===== config.mk =====
export PLATFORM = sky130hd
export DESIGN_NAME = io_cpx_req_ctl_flat
export DESIGN_NICKNAME = d
export VERILOG_FILES = /design/src/rtl/io_cpx_req_if.sv /design/src/rtl/io_cpx_req_ctl.sv /design/src/flat_wrapper.sv
export SDC_FILE = /design/constraint.sdc
export NUM_CORES = 1
export LEC_CHECK = 0
export ABC_CLOCK_PERIOD_IN_PS = 5600
export BUFFER_PORTS_ARGS = -buffer_cell sky130_fd_sc_hd__buf_2
export CELL_PAD_IN_SITES_DETAIL_PLACEMENT = 0
export CELL_PAD_IN_SITES_GLOBAL_PLACEMENT = 2
export CORE_MARGIN = 3
export CORE_UTILIZATION = 46
export DETAILED_ROUTE_END_ITERATION = 8
export PLACE_DENSITY = 0.76
export SLEW_MARGIN = 20
export SYNTH_ARGS = -nofsm -noshare
export SYNTH_HDL_FRONTEND = slang
export SYNTH_SLANG_ARGS = --single-unit

===== constraint.sdc =====
create_clock -name rclk -period 5.6 [get_ports rclk]
set_input_delay 1.12 -clock rclk [delete_from_list [all_inputs] [get_ports rclk]]
set_output_delay 1.12 -clock rclk [all_outputs]
set_load 0.02 [all_outputs]

===== src/rtl/io_cpx_req_if.sv =====
`default_nettype none
// ============================================================================
// Module   : io_cpx_req_if
// Brief    : IO-bridge enqueue and CPX request/grant signals of io_cpx_req_ctl.
// Revision : 1.0  initial release
// ============================================================================
interface io_cpx_req_if #(
  parameter int DATA_W = 145
);
  logic              iob_cpx_vld;
  logic [2:0]        iob_cpx_dest;
  logic [DATA_W-1:0] iob_cpx_data;
  logic              iob_cpx_rdy;
  logic [7:0]        io_cpx_req_cq;
  logic [DATA_W-1:0] io_cpx_data_ca;
  logic [7:0]        cpx_io_grant_ca;
  logic              io_cpx_gnt_err;

  // The controller is the source of CPX requests.
  modport master (
    input  iob_cpx_vld, iob_cpx_dest, iob_cpx_data, cpx_io_grant_ca,
    output iob_cpx_rdy, io_cpx_req_cq, io_cpx_data_ca, io_cpx_gnt_err
  );

  modport slave (
    output iob_cpx_vld, iob_cpx_dest, iob_cpx_data, cpx_io_grant_ca,
    input  iob_cpx_rdy, io_cpx_req_cq, io_cpx_data_ca, io_cpx_gnt_err
  );
endinterface
`default_nettype wire


===== src/rtl/io_cpx_req_ctl.sv =====
`default_nettype none
// ============================================================================
// Module   : io_cpx_req_ctl
// Brief    : IO-side CPX transmit queue with per-core 2-credit request issue.
//            Optional macro IO_CPX_GNT_ERR_EN enables the sticky grant error.
// Revision : 1.0  initial release
// ============================================================================
module io_cpx_req_ctl #(
  parameter int DATA_W     = 145,
  parameter int FIFO_DEPTH = 4
) (
  input  wire logic      rclk,
  input  wire logic      arst_l,
  io_cpx_req_if.master   bus
);
  localparam int                 c_ptr_w  = $clog2(FIFO_DEPTH);
  localparam int                 c_cnt_w  = c_ptr_w + 1;
  localparam logic [c_cnt_w-1:0] c_full   = c_cnt_w'(FIFO_DEPTH);
  localparam logic [1:0]         c_oc_max = 2'd2;

  logic [2:0]         r_fifo_dest [FIFO_DEPTH];
  logic [DATA_W-1:0]  r_fifo_data [FIFO_DEPTH];
  logic [c_ptr_w-1:0] r_wr_ptr;
  logic [c_ptr_w-1:0] r_rd_ptr;
  logic [c_cnt_w-1:0] r_count;
  logic [c_cnt_w-1:0] w_count_nxt;
  logic               r_rdy;
  logic [7:0][1:0]    r_oc;
  logic [7:0]         w_oc_nz;
  logic [7:0]         r_req;
  logic [DATA_W-1:0]  r_data_stage;
  logic [DATA_W-1:0]  r_data_ca;
  logic               w_push;
  logic               w_pop;
  logic [2:0]         w_head_dest;
  logic [7:0]         w_inc;
  logic [7:0]         w_grant;

  assign w_grant     = bus.cpx_io_grant_ca;
  assign w_push      = bus.iob_cpx_vld & r_rdy;
  assign w_head_dest = r_fifo_dest[r_rd_ptr];
  // Issue uses the credit count from before this edge's grants.
  assign w_pop       = (r_count != '0) && (r_oc[w_head_dest] != c_oc_max);
  assign w_inc       = w_pop ? (8'h01 << w_head_dest) : 8'h00;

  always_comb begin
    w_count_nxt = r_count;
    case ({w_push, w_pop})
      2'b10:   w_count_nxt = r_count + c_cnt_w'(1);
      2'b01:   w_count_nxt = r_count - c_cnt_w'(1);
      default: w_count_nxt = r_count;
    endcase
  end

  always_comb begin
    w_oc_nz = '0;
    for (int i = 0; i < 8; i++) begin
      w_oc_nz[i] = (r_oc[i] != 2'd0);
    end
  end

  // Payload storage carries no reset; occupancy alone defines validity.
  always_ff @(posedge rclk) begin
    if (w_push) begin
      r_fifo_dest[r_wr_ptr] <= bus.iob_cpx_dest;
      r_fifo_data[r_wr_ptr] <= bus.iob_cpx_data;
    end
  end

  always_ff @(posedge rclk or negedge arst_l) begin
    if (!arst_l) begin
      r_wr_ptr     <= '0;
      r_rd_ptr     <= '0;
      r_count      <= '0;
      r_rdy        <= 1'b0;
      r_req        <= '0;
      r_data_stage <= '0;
      r_data_ca    <= '0;
    end else begin
      if (w_push) begin
        r_wr_ptr <= r_wr_ptr + c_ptr_w'(1);
      end
      if (w_pop) begin
        r_rd_ptr     <= r_rd_ptr + c_ptr_w'(1);
        r_data_stage <= r_fifo_data[r_rd_ptr];
      end
      r_count   <= w_count_nxt;
      r_rdy     <= (w_count_nxt != c_full);
      r_req     <= w_inc;
      r_data_ca <= (r_req != 8'h00) ? r_data_stage : '0;
    end
  end

  // Issue and grant on one core cancel; a grant with no credit out is dropped.
  always_ff @(posedge rclk or negedge arst_l) begin
    if (!arst_l) begin
      r_oc <= '0;
    end else begin
      for (int i = 0; i < 8; i++) begin
        if (w_inc[i] && !w_grant[i]) begin
          r_oc[i] <= r_oc[i] + 2'd1;
        end else if (!w_inc[i] && w_grant[i] && w_oc_nz[i]) begin
          r_oc[i] <= r_oc[i] - 2'd1;
        end
      end
    end
  end

`ifdef IO_CPX_GNT_ERR_EN
  logic r_gnt_err;

  always_ff @(posedge rclk or negedge arst_l) begin
    if (!arst_l) begin
      r_gnt_err <= 1'b0;
    end else if ((w_grant & ~w_oc_nz) != 8'h00) begin
      r_gnt_err <= 1'b1;
    end
  end

  assign bus.io_cpx_gnt_err = r_gnt_err;
`else
  assign bus.io_cpx_gnt_err = 1'b0;
`endif

  assign bus.iob_cpx_rdy    = r_rdy;
  assign bus.io_cpx_req_cq  = r_req;
  assign bus.io_cpx_data_ca = r_data_ca;
endmodule
`default_nettype wire

===== src/flat_wrapper.sv =====
// flat-port wrapper written by rule: the top's interface ports become plain ports
module io_cpx_req_ctl_flat 
#(
  parameter int DATA_W     = 145,
  parameter int FIFO_DEPTH = 4
)
  (rclk, arst_l, bus_iob_cpx_vld, bus_iob_cpx_dest, bus_iob_cpx_data, bus_cpx_io_grant_ca, bus_iob_cpx_rdy, bus_io_cpx_req_cq, bus_io_cpx_data_ca, bus_io_cpx_gnt_err);
  io_cpx_req_if #(.DATA_W(DATA_W)) bus_i ();
  input  wire logic rclk;
  input  wire logic arst_l;
  input wire logic [$bits(bus_i.iob_cpx_vld)-1:0] bus_iob_cpx_vld;
  input wire logic [$bits(bus_i.iob_cpx_dest)-1:0] bus_iob_cpx_dest;
  input wire logic [$bits(bus_i.iob_cpx_data)-1:0] bus_iob_cpx_data;
  input wire logic [$bits(bus_i.cpx_io_grant_ca)-1:0] bus_cpx_io_grant_ca;
  output wire logic [$bits(bus_i.iob_cpx_rdy)-1:0] bus_iob_cpx_rdy;
  output wire logic [$bits(bus_i.io_cpx_req_cq)-1:0] bus_io_cpx_req_cq;
  output wire logic [$bits(bus_i.io_cpx_data_ca)-1:0] bus_io_cpx_data_ca;
  output wire logic [$bits(bus_i.io_cpx_gnt_err)-1:0] bus_io_cpx_gnt_err;
  assign bus_i.iob_cpx_vld = bus_iob_cpx_vld;
  assign bus_i.iob_cpx_dest = bus_iob_cpx_dest;
  assign bus_i.iob_cpx_data = bus_iob_cpx_data;
  assign bus_i.cpx_io_grant_ca = bus_cpx_io_grant_ca;
  assign bus_iob_cpx_rdy = bus_i.iob_cpx_rdy;
  assign bus_io_cpx_req_cq = bus_i.io_cpx_req_cq;
  assign bus_io_cpx_data_ca = bus_i.io_cpx_data_ca;
  assign bus_io_cpx_gnt_err = bus_i.io_cpx_gnt_err;
  io_cpx_req_ctl #(.DATA_W(DATA_W), .FIFO_DEPTH(FIFO_DEPTH)) u_core (.rclk(rclk), .arst_l(arst_l), .bus(bus_i));
endmodule

# == Yosys cells after proc, flatten, opt, wreduce, memory -nomap -nowiden ==
# Memories as Yosys holds them, arrays and structs flattened. A register that Yosys moved wholly into a read port is not among the register bits.
# Cells that the tools add are included.
# op_classes
reduce_logical,60
n_bitwise,1
n_eq_ne,4
n_lt_le_gt_ge,1
multipliers,0
n_shift,1
div,0
add_sub_neg,20
muxes,23
# op_table
operator,n
two-way mux 145 bit,1
two-way mux 2 bit,17
nonzero test 2 bit,16
logical AND 1 bit,25
"adder 2 x 1 -> 2 bit, second input constant",10
logical NOT 1 bit,17
"subtractor 2 x 1 -> 2 bit, second input constant",8
two-way mux 8 bit,1
nonzero test 8 bit,1
"<< shifter 1 x 3 -> 8 bit, first input constant",1
binary-select mux 2 bit (select 3 bit),1
case mux 3 bit (2 select lines),1
"< comparator 3 x 4 -> 1 bit, second input constant",1
"adder 3 x 1 -> 3 bit, second input constant",1
"!= test 3 bit, second input constant",1
nonzero test 3 bit,1
"subtractor 3 x 1 -> 3 bit, second input constant",1
"equality test 2 x 1 -> 1 bit, second input constant",1
"equality test 2 bit, second input constant",1
two-way mux 1 bit,2
"!= test 2 bit, second input constant",1
AND 1 bit,1
# word_totals
output_inout_bits,155
rom_bits,0
latchBits,0
memories,2
ff_bits,177
ram_bits,592
word_cells,126
# memory_table
name,depth,word_bits,rd,rd_clocked_by_memory_dff,write_ports,line_no,text
u_core.r_fifo_data,4,145,1,1,1,io_cpx_req_ctl.sv:22,logic [DATA_W-1:0] r_fifo_data [FIFO_DEPTH];
u_core.r_fifo_dest,4,3,1,0,1,io_cpx_req_ctl.sv:21,logic [2:0] r_fifo_dest [FIFO_DEPTH];

# == Depth between registers and ports, before layout ==
# Gate-level depths: netlist (run 1).
# An unclocked memory read counts as a cell.
# depth
word_depth,11
depth_mapped,15
ltp_nobuf,11

# == Worst setup path after synthesis (run 1) ==
# Ideal clock, no wire load.
# synth_timing
kind,in2reg
startpoint,input port bus_iob_cpx_vld
endpoint,memory u_core.r_fifo_data[0][0] (enable)
setup_ns,0.526
t_arrival_ns,4.567
stages,1
slack_ns,0.506
path_buffers,0
required_ns,5.074
cell_sequence,and3_1
# synth_via
elab_chain_len,3
# synth_rtl
element,line_no,text
"start, declared",flat_wrapper.sv:11,input wire logic [$bits(bus_i.iob_cpx_vld)-1:0] bus_iob_cpx_vld;
AND 1 bit,io_cpx_req_ctl.sv:40,assign w_push = bus.iob_cpx_vld & r_rdy;
two-way mux 1 bit,io_cpx_req_ctl.sv:64,if (w_push) begin
two-way mux 1 bit (implied by the code),io_cpx_req_ctl.sv:66,r_fifo_data[r_wr_ptr] <= bus.iob_cpx_data;
"end, declared",io_cpx_req_ctl.sv:22,
# Every way passes these cells.

# == Final worst setup path (run 1) ==
# layout_timing
startpoint,register u_core.r_rd_ptr[1]
endpoint,"register u_core.r_rdy, in the netlist u_core.bus.iob_cpx_rdy"
# layout_via
elab_chain_len,8
# layout_rtl
element,line_no,text
"start, declared",io_cpx_req_ctl.sv:24,logic [c_ptr_w-1:0] r_rd_ptr;
"start signal, assigned",io_cpx_req_ctl.sv:84,r_rd_ptr <= r_rd_ptr + c_ptr_w'(1);
memory read (4 x 3 bit) *,n/a,
binary-select mux 2 bit (select 3 bit) *,io_cpx_req_ctl.sv:43,assign w_pop = (r_count != '0) && (r_oc[w_head_dest] != c_oc_max);
two-way mux 2 bit (implied by the code) *,io_cpx_req_ctl.sv:43,
!= test 2 bit *,io_cpx_req_ctl.sv:43,
logical AND 1 bit *,io_cpx_req_ctl.sv:43,
equality test 2 x 1 -> 1 bit / equality test 2 bit (equally long branches),io_cpx_req_ctl.sv:48,"case ({w_push, w_pop})"
case mux 3 bit (2 select lines) *,io_cpx_req_ctl.sv:48,
net u_core.w_count_nxt[2],io_cpx_req_ctl.sv:26,logic [c_cnt_w-1:0] w_count_nxt;
!= test 3 bit *,io_cpx_req_ctl.sv:88,r_rdy <= (w_count_nxt != c_full);
"end signal, assigned",io_cpx_req_ctl.sv:88,
"end, declared",io_cpx_req_ctl.sv:27,logic r_rdy;
# The timed path passes the listed nets; every way through them passes the cells marked *. The select of a mux whose other input is x is not followed.
# A chain may end at the register's enable or synchronous reset.

==> results.py, run 1 <==
metrics = {
    "floorplan": {
        "core_area_sq_mm": 0.0720,
        "io_pins": 314,
        "die-area_sq_mm": 0.0763,
        "die_h_microns": 276,
        "start_util_pct": 46.7,
        "rows": 98,
        "die_w_microns": 276,
    },
    "setup_path": {
        "cp_data_arrival_time_ns": 4.24,
        "cp_max_fo": 53,
        "startpoint_type": "flip-flop",
        "cp_top_family": "flip-flops",
        "worstPathCellList": "mux4_2 > mux2_2 > o2bb2ai_1 > nor3_4 > ha_1 > inv_1 > fa_1 > xor2_1 > nor2_1 > xor2_1 > nand2_1",
        "end_kind": "flip-flop",
        "critPathKind": "flip-flop to flip-flop",
        "crit_top_cell": "xor2_1",
        "required_ns": 6.11,
        "cpPeakStageDelay_ns": 1.01,
        "cpMaxStageDelayCell": "dfrtp_4",
        "critPathBufInv": 1,
    },
    "yosys": {
        "synth_seq_cells": 914,
        "yosys_warnings": 0,
        "synth-edff-count": 592,
        "syn_nets": 1754,
        "seq_area_frac_synth_pct": 76.9,
        "ys_types": 46,
        "syn_area_sq_mm": 0.0336,
        "syn_inst": 1589,
        "synth-main-ff-cell": "edfxtp_1",
        "avgSynthCellArea_sq_um": 21.1,
        "async_flop_share_pct": 35.2,
    },
    "min_path": {
        "hold_path_class": "input pin to async pin",
    },
    "timing": {
        "worst_pin_slew_ns": 1.00,
        "clock_skew_ns": 0.0277,
        "setup_viol": 0,
        "rsz0062_at_grt": "false",
        "finalHoldViolations": 0,
        "slew_headroom_pct": 33.0,
        "period_share_pct": 66.6,
        "slew_viol_final": 0,
        "post-route-min-period_ns": 3.73,
        "fmax_mhz": 268,
        "setup_tns_ns": 0,
    },
    "grt": {
        "first_global_vias": 17000,
        "grt_pass1_wl_microns": 105000,
        "grt_max_degree": 153,
        "grt-ovfl-total": 0,
        "antenna_found_initial": 18,
        "gr-usage-all-layers_pct": 18.0,
    },
    "cts": {
        "cts_resized": 0,
        "numCtsBuffers": 94,
        "htreeDepth": 3,
        "cts_setup_buffers": 0,
        "clkLatencyLatePin_ns": 0.64,
        "clk_pin_slew_ns": 0.06,
        "cts.path.max_buffers": 3,
        "cts_num_sinks": 914,
        "cts_hold_buf": 0,
        "cts_tree": "built",
        "root_buffer": "clkbuf_16",
    },
    "routing": {
        "drtIter0Drc": 924,
        "ant_nets": 0,
        "route.detailed.drc": 0,
        "vias_per_cell": 5.22,
        "dr.pass1.iters": 6,
        "wl_per_cell_microns": 22.7,
        "wl_microns": 67900,
        "vias": 15600,
    },
    "power_and_ir_drop": {
        "p_per_area_mw_per_mm2": 626,
        "p_leak_uw": 0.0153,
        "finalPower_uw": 24700,
        "ir_drop_uv": 1040,
    },
    "layout": {
        "drive_above_1_share_pct": 38.7,
        "final_util_pct": 54.8,
        "fillerInstances": 5501,
        "layout_commonest_cell": "edfxtp_1",
        "syn2layout_area_growth_pct": 17.5,
        "finalNetCount": 2110,
        "final_cell_mix": "592 x edfxtp_1, 320 x dfrtp_1, 311 x buf_2, 151 x mux4_2, 148 x and2_1",
    },
    "job": {
        "drv_cap": 0,
    },
    "place": {
        "hpwl_microns": 37300,
        "gp_congestion": 0.747,
        "io_buffers": 312,
    },
    "status": {
        "status": "finished, final reports clean",
    },
}
-- worst reg2reg max path, stage by stage (launching register included) --
cell and delay, ns:
dfrtp_4 1.01, mux4_2 0.52, mux2_2 0.42, o2bb2ai_1 0.19
nor3_4 0.26, ha_1 0.24, inv_1 0.06, fa_1 0.37
xor2_1 0.15, nor2_1 0.11, xor2_1 0.21, nand2_1 0.07
-- metrics by stage --
step | hold WS, ns | instances | area [sq um] | setup slack (ns)
after detailed placement | 0.466 | 2799 | 36300 | 1.81
after floorplan | 0.449 | 1589 | 33600 | 0.506
final | 0.318 | 2986 | 39500 | 1.87
after CTS | 0.281 | 2975 | 39400 | 1.79
after global placement | 0.462 | 2799 | 36300 | 1.85
after global routing | 0.295 | 2981 | 39500 | 1.58
-- synthesized netlist by cell type (2+ instances only) --
cell / n / share of area [%]
a211oi_1: 4 / 0.089
a21oi_1: 10 / 0.15
a22oi_1: 2 / 0.045
a31oi_1: 2 / 0.037
a41oi_1: 2 / 0.052
and2_1: 148 / 2.8
and3_1: 7 / 0.13
buf_1: 2 / 0.022
buf_2: 4 / 0.060
buf_6: 15 / 0.50
clkbuf_1: 47 / 0.53
dfrtp_1: 322 / 24
edfxtp_1: 592 / 53
ha_1: 5 / 0.19
inv_1: 12 / 0.13
mux2_2: 39 / 1.3
mux2_4: 108 / 4.8
mux2i_1: 5 / 0.15
mux4_2: 151 / 10
nand2_1: 15 / 0.17
nand2b_1: 11 / 0.20
nand3_1: 5 / 0.074
nor2_1: 14 / 0.16
nor2b_1: 12 / 0.22
nor3_1: 8 / 0.12
nor3b_1: 3 / 0.067
nor4_1: 6 / 0.11
o211ai_1: 4 / 0.089
o21ai_0: 4 / 0.060
o22ai_1: 4 / 0.074
or2_2: 2 / 0.037
xnor2_1: 3 / 0.078
xor2_1: 8 / 0.21
-- layer usage --
layer	GRT usage, %	vias to the layer above	wire length (microns)
met1	22.8	8301	27500
met3	3.97	128	3130
met4	5.69	10	1820
met2	31.0	296	35400
met5	0	-	59
li1	-	6854	-
-- state kept, by name, summed over array words and instances (netlist names), 2 cells and up --
name / flops
u_core.r_oc: 16
u_core.r_wr_ptr: 2
u_core.r_rd_ptr: 2
u_core.bus.io_cpx_data_ca: 145
u_core.bus.io_cpx_req_cq: 8
u_core.r_count: 3
u_core.r_fifo_dest: 12
u_core.r_fifo_data: 580
u_core.r_data_stage: 145
-- where the power goes --
group,internal (uW),switching (uW)
sequential,9340,834
clock,3760,2550
combinational,4010,4220
total,17100,7600
-- kinds of logic after synthesis --
family	after synthesis	synth area share, %
DFF	914	76.9
muxes	303	16.4
and+or+nand+nor	235	4.15
buffers and inverters	81	1.27
AOI/OAI and AO/OA	38	0.752
xor gates and xnor gates	11	0.287
adders and majority gates	6	0.246
other	1	0.0112
-- path summary, 6_finish.rpt --
kind | from | end | slack [ns] | depth (start not counted)
worst min register to register | u_core.r_data_stage[122] | u_core.bus.io_cpx_data_ca[122] | 0.46 | 1
max in group asynchronous | arst_l | u_core.r_data_stage[95] | 4.06 | 2
min in group rclk | u_core.r_data_stage[122] | u_core.bus.io_cpx_data_ca[122] | 0.46 | 1
worst max register to register | u_core.r_rd_ptr[1] | u_core.bus.iob_cpx_rdy | 1.87 | 11
worst max-delay path | u_core.r_rd_ptr[1] | u_core.bus.iob_cpx_rdy | 1.87 | 11
worst min-delay path | arst_l | u_core.r_data_stage[143] | 0.32 | 1
-- cell type report --
cell class	count	area (sq um)	area share (%)
antenna	11	27.5	0.0697
clock buffer	129	2580	6.55
clock inverter	47	592	1.50
inverter	12	45.0	0.114
multi-input combinational	594	7370	18.7
sequential	914	25800	65.5
tap	950	1190	3.01
timing repair buffer	329	1810	4.59
No activity file was read; power rests on OpenSTA's default activity.
==> run 2: changes to the inputs <==
Settings changed: ABC_CLOCK_PERIOD_IN_PS 5600 to 3050, CORE_UTILIZATION 46 to 41, PLACE_DENSITY 0.76 to 0.72.
Clock period 5.6 ns to 3.05 ns, I/O delays scaled along.
==> run 2 against run 1 <==
Effect of this change:
- core utilization decreased by 5.3 points
- maximum frequency rose by 26%
- die area increased by 12%
- largest cell class unchanged
- critical path depth stayed put
- global-route usage shrank 1.3 points
- sequential power is 81% higher
==> results.py, run 2 (same netlist as run 1, synthesis figures left out) <==
metrics = {
    "grt": {
        "met3_usage_pct": 3.50,
        "antenna_found_initial": 16,
        "met1_usage_pct": 21.3,
        "grt-ovfl-total": 0,
        "gr-usage-met2_pct": 28.8,
        "grt_pass1_wl_microns": 108000,
        "grt_max_degree": 146,
        "busiest_layer": "met2",
        "first_global_vias": 17200,
        "gr-usage-all-layers_pct": 16.7,
    },
    "setup_path": {
        "startpoint_type": "flip-flop",
        "critPathKind": "flip-flop to flip-flop",
        "critical_path.startpoint": "u_core.r_rd_ptr[0]",
        "rrSetupSlack_ns": 0.10,
        "ff2ff_path_depth": 11,
        "cp_data_arrival_time_ns": 3.46,
        "r2r-end": "u_core.bus.iob_cpx_rdy",
        "endpoint": "u_core.bus.iob_cpx_rdy",
        "cp_max_fo": 6,
        "end_kind": "flip-flop",
        "r2r-start": "u_core.r_rd_ptr[0]",
        "required_ns": 3.56,
    },
    "job": {
        "drv_cap": 0,
    },
    "place": {
        "gp_congestion": 0.739,
        "io_buffers": 312,
        "hpwl_microns": 42300,
        "place_inst": 2948,
    },
    "routing": {
        "ant_nets": 0,
        "wl_microns": 70300,
        "drtIter0Drc": 807,
        "route.detailed.drc": 0,
        "vias": 15800,
        "wl_per_cell_microns": 22.4,
        "dr.pass1.iters": 4,
        "vias_per_cell": 5.04,
    },
    "layout": {
        "final_cell_mix": "592 x edfxtp_1, 320 x dfrtp_1, 311 x buf_2, 151 x mux4_2, 148 x and2_1",
        "finalNetCount": 2149,
        "syn2layout_area_growth_pct": 19.0,
        "regMostFlops": "u_core.r_fifo_data",
        "drive_above_1_share_pct": 39.2,
        "largest_reg_flops": 580,
        "multi_input_area_sq_mm": 0.00742,
        "layout_commonest_cell": "edfxtp_1",
        "layoutNonFillerInstCount": 3133,
        "fillerInstances": 6582,
        "seq_area_sq_mm": 0.0258,
    },
    "timing": {
        "worst_pin_slew_ns": 0.845,
        "finalHoldViolations": 0,
        "post-route-min-period_ns": 2.95,
        "period_share_pct": 96.6,
        "fin_hold_ws_ns": 0.183,
        "slew_headroom_pct": 43.7,
        "setup_viol": 0,
        "slew_viol_final": 0,
        "clock_skew_ns": 0.0166,
        "fmax_mhz": 339,
        "rsz0062_at_grt": "true",
    },
    "floorplan": {
        "core_area_sq_mm": 0.0808,
        "start_util_pct": 41.6,
        "die_w_microns": 292,
        "die-area_sq_mm": 0.0854,
        "io_pins": 314,
        "rows": 104,
        "die_h_microns": 292,
    },
    "cts": {
        "clk_pin_slew_ns": 0.06,
        "clkLatencyLatePin_ns": 0.64,
        "cts.path.max_buffers": 3,
        "cts_setup_buffers": 0,
        "numCtsBuffers": 93,
        "htreeDepth": 3,
        "cts_tree": "built",
        "root_buffer": "clkbuf_16",
        "cts_num_sinks": 914,
    },
    "status": {
        "status": "finished, final reports clean",
    },
    "power_and_ir_drop": {
        "ir_drop_uv": 2030,
        "p_leak_uw": 0.0155,
        "p_per_area_mw_per_mm2": 1140,
    },
    "min_path": {
        "hold_path_class": "input pin to flip-flop",
    },
}
run 2: repair_timing:
| item | 4_1_cts | 5_1_grt |
|---|---|---|
| resized for setup | 0 | 2 |
| setup endpoints to repair | 0 | 11 |
| endpoints found under the hold margin | 43 | 0 |
| hold buffers | 1 | 0 |
run 2: final cells by class:
class	count	area share, %
multi-input combinational	594	18.6
clock inverter	36	0.951
clock buffer	138	6.50
inverter	12	0.113
tap	1060	3.32
sequential	914	64.6
antenna	10	0.0626
timing repair buffer	369	5.89
run 2: metrics by stage:
step	util [%]	TNS, ns	setup WS, ns	power [uW]	area, sq um
4_1_cts	49.4	0	0.0118	46400	40000
5_1_grt	49.5	-0.0531	-0.0531	48000	40000
3_3_place_gp	45.7	0	0.0946	34900	37000
3_5_place_dp	45.7	0	0.0379	35200	37000
2_1_floorplan	-	-0.149	-0.121	30200	33700
6_report	49.5	0	0.102	45500	40000
run 2: critical path, stage by stage, from the launching register on:
cell and delay [ns]:
dfrtp_4 0.47, mux4_2 0.58, mux2_4 0.34, o2bb2ai_4 0.14, nor3_4 0.22, ha_4 0.17
inv_2 0.03, fa_2 0.32, xor2_1 0.15, nor2_1 0.14, xor2_1 0.19, nand2_1 0.07
run 2: layer usage:
layer | vias up | part of all wire, %
li1 | 6946 | -
met1 | 8389 | 41
met2 | 321 | 52
met3 | 114 | 4.9
met4 | 8 | 2.3
met5 | - | 0.078
run 2: worst min-delay path by stage:
stage / to / depth (start not counted) / slack (ns) / from
global route: u_core.r_fifo_data[2][25] / 1 / 0.15 / bus_iob_cpx_data[25]
detailed placement: u_core.bus.io_cpx_data_ca[133] / 1 / 0.46 / u_core.r_data_stage[133]
finish: u_core.r_fifo_data[1][59] / 1 / 0.18 / bus_iob_cpx_data[59]
global placement: u_core.bus.io_cpx_data_ca[121] / 1 / 0.46 / u_core.r_data_stage[121]
CTS: u_core.r_fifo_data[2][23] / 1 / 0.13 / bus_iob_cpx_data[23]
floorplan: u_core.bus.io_cpx_data_ca[0] / 0 / 0.31 / arst_l
run 2: power breakdown:
part	internal, uW	switching, uW
combinational	7860	8150
clock	6360	4620
sequential	17100	1340
==> run 3: changes to the inputs <==
Settings changed: SETUP_SLACK_MARGIN set to 0.5.
==> run 3 against run 2 <==
Effect of this change:
- final area rose by 1.8%
- first-iteration DRC count rose by 14%
- total power grew 5.0%
- critical endpoint is now u_core.r_data_stage[77]
==> results.py, run 3 (same netlist as run 1, synthesis figures left out) <==
metrics = {
    "grt": {
        "antenna_found_initial": 17,
        "grt_pass1_wl_microns": 109000,
        "grt-ovfl-total": 0,
        "met3_usage_pct": 3.19,
        "gr-usage-all-layers_pct": 16.9,
        "grt_max_degree": 146,
        "met1_usage_pct": 21.3,
        "busiest_layer": "met2",
        "gr-usage-met2_pct": 29.6,
        "first_global_vias": 17500,
    },
    "timing": {
        "rsz0062_at_grt": "true",
        "slew_viol_final": 0,
        "setup_tns_ns": 0,
        "slew_headroom_pct": 28.6,
        "post-route-min-period_ns": 2.98,
        "finalHoldViolations": 0,
        "worst_pin_slew_ns": 1.07,
        "fmax_mhz": 336,
        "clock_skew_ns": 0.0185,
        "layout_setup_ws_ns": 0.0714,
        "fin_hold_ws_ns": 0.188,
        "setup_viol": 0,
        "period_share_pct": 97.7,
    },
    "setup_path": {
        "worstPathCellList": "buf_6 > mux4_2 > mux4_2 > a211oi_4 > nor3_4 > buf_4 > buf_12 > bufbuf_16 > mux2_4",
        "rrSetupSlack_ns": 0.07,
        "startpoint_type": "flip-flop",
        "ff2ff_path_depth": 9,
        "r2r-end": "u_core.r_data_stage[77]",
        "cpMaxStageDelayCell": "dfrtp_4",
        "r2r-start": "u_core.r_rd_ptr[0]",
        "end_kind": "flip-flop",
        "crit_top_cell": "mux4_2",
        "critPathKind": "flip-flop to flip-flop",
        "cp_max_fo": 16,
        "required_ns": 3.56,
        "cp_data_arrival_time_ns": 3.49,
        "cpPeakStageDelay_ns": 0.49,
    },
    "layout": {
        "largest_reg_flops": 580,
        "layout_commonest_cell": "edfxtp_1",
        "finalNetCount": 2179,
        "final_util_pct": 50.4,
        "final_cell_mix": "592 x edfxtp_1, 320 x dfrtp_1, 311 x buf_2, 151 x mux4_2, 147 x and2_1",
        "regMostFlops": "u_core.r_fifo_data",
        "drive_above_1_share_pct": 41.2,
        "fillerInstances": 6501,
        "syn2layout_area_growth_pct": 21.2,
        "layoutNonFillerInstCount": 3168,
    },
    "min_path": {
        "whs_path_depth": 1,
        "hold_path_end": "u_core.r_fifo_data[2][123]",
        "min-delay-start": "bus_iob_cpx_data[123]",
        "hold_path_class": "input pin to flip-flop",
    },
    "floorplan": {
        "start_util_pct": 41.6,
        "io_pins": 314,
        "die-area_sq_mm": 0.0854,
        "die_h_microns": 292,
        "die_w_microns": 292,
        "core_area_sq_mm": 0.0808,
        "rows": 104,
    },
    "power_and_ir_drop": {
        "switching_share_pct": 31.0,
        "ir_drop_uv": 2570,
        "power.net_switching_uw": 14800,
        "p_seq_share_pct": 38.6,
        "combPwrFrac_pct": 37.3,
        "power.share.clock_pct": 24.0,
        "p_per_area_mw_per_mm2": 1170,
        "p_leak_uw": 0.0159,
        "p_int_uw": 33000,
    },
    "cts": {
        "root_buffer": "clkbuf_16",
        "clk_pin_slew_ns": 0.06,
        "htreeDepth": 3,
        "cts.path.max_buffers": 3,
        "cts_num_sinks": 914,
        "cts_tree": "built",
        "clkLatencyLatePin_ns": 0.64,
        "numCtsBuffers": 94,
    },
    "place": {
        "gp_congestion": 0.753,
        "hpwl_microns": 41800,
        "place_inst": 2949,
        "io_buffers": 312,
        "dp_slack_ns": 0.00495,
    },
    "routing": {
        "dr.pass1.iters": 5,
        "ant_nets": 0,
        "route.detailed.drc": 0,
        "vias": 15900,
        "drtIter0Drc": 923,
        "wl_microns": 72200,
        "vias_per_cell": 5.01,
        "wl_per_cell_microns": 22.8,
    },
    "status": {
        "status": "finished, final reports clean",
    },
    "job": {
        "drv_cap": 0,
    },
}
==> run 3: stage by stage <==
step | area, sq um | total power, uW
final | 40700 | 47700
after global routing | 40700 | 50300
after CTS | 40500 | 48000
after detailed placement | 36900 | 35000
after global placement | 36900 | 34800
after floorplan | 33700 | 30200
==> run 3: cell type report <==
class / instances / area (sq um) / share of cell area (%)
sequential: 914 / 25800 / 63.5
multi-input combinational: 594 / 7440 / 18.3
timing repair buffer: 398 / 2890 / 7.10
clock buffer: 133 / 2680 / 6.57
tap: 1060 / 1330 / 3.26
clock inverter: 45 / 477 / 1.17
inverter: 12 / 45.0 / 0.111
antenna: 12 / 30.0 / 0.0737
==> run 3: how the worst max path moves through the flow <==
stage                        from                      end  slack (ns)  depth (start not counted)
2_1_floorplan  u_core.r_rd_ptr[0]   u_core.bus.iob_cpx_rdy       -0.12                         15
3_3_place_gp   u_core.r_rd_ptr[0]   u_core.bus.iob_cpx_rdy        0.02                         12
3_5_place_dp   u_core.r_rd_ptr[0]  u_core.r_data_stage[29]       0.005                          8
4_1_cts        u_core.r_rd_ptr[0]  u_core.r_data_stage[31]        0.06                         10
5_1_grt        u_core.r_rd_ptr[0]   u_core.bus.iob_cpx_rdy       0.001                         11
6_report       u_core.r_rd_ptr[0]  u_core.r_data_stage[77]        0.07                          9
==> run 3: power groups by stage <==
| stage | clock network (uW) | logic (uW) | registers [uW] |
|---|---|---|---|
| 2_1_floorplan | 0 | 10800 | 19400 |
| 3_3_place_gp | 0 | 16200 | 18600 |
| 3_5_place_dp | 0 | 16400 | 18700 |
| 4_1_cts | 11800 | 17700 | 18500 |
| 5_1_grt | 12300 | 19200 | 18800 |
| 6_report | 11500 | 17800 | 18400 |
==> run 3: per-layer routing <==
metal  share of wire, %  up-vias
li1                   -     7032
met1                 41     8416
met2                 52      311
met3                4.3      122
met4                2.3        6
met5              0.047        -
==> run 3: worst max-delay path, delay by kind of cell, from the launching register on <==
kind | cells | cell delay, ns
muxes | 3 | 1.24
and+or+nand+nor | 1 | 0.08
AOI/OAI and AO/OA | 1 | 0.24
buffers and inverters | 4 | 0.77
DFF | 1 | 0.49
==> run 3: repair_timing <==
item,CTS,global route
pin swaps,4,2
hold buffers,1,0
hold endpoints to repair,45,0
buffers inserted,8,5
cloned,9,6
setup endpoints to repair,149,152
resized for setup,25,6
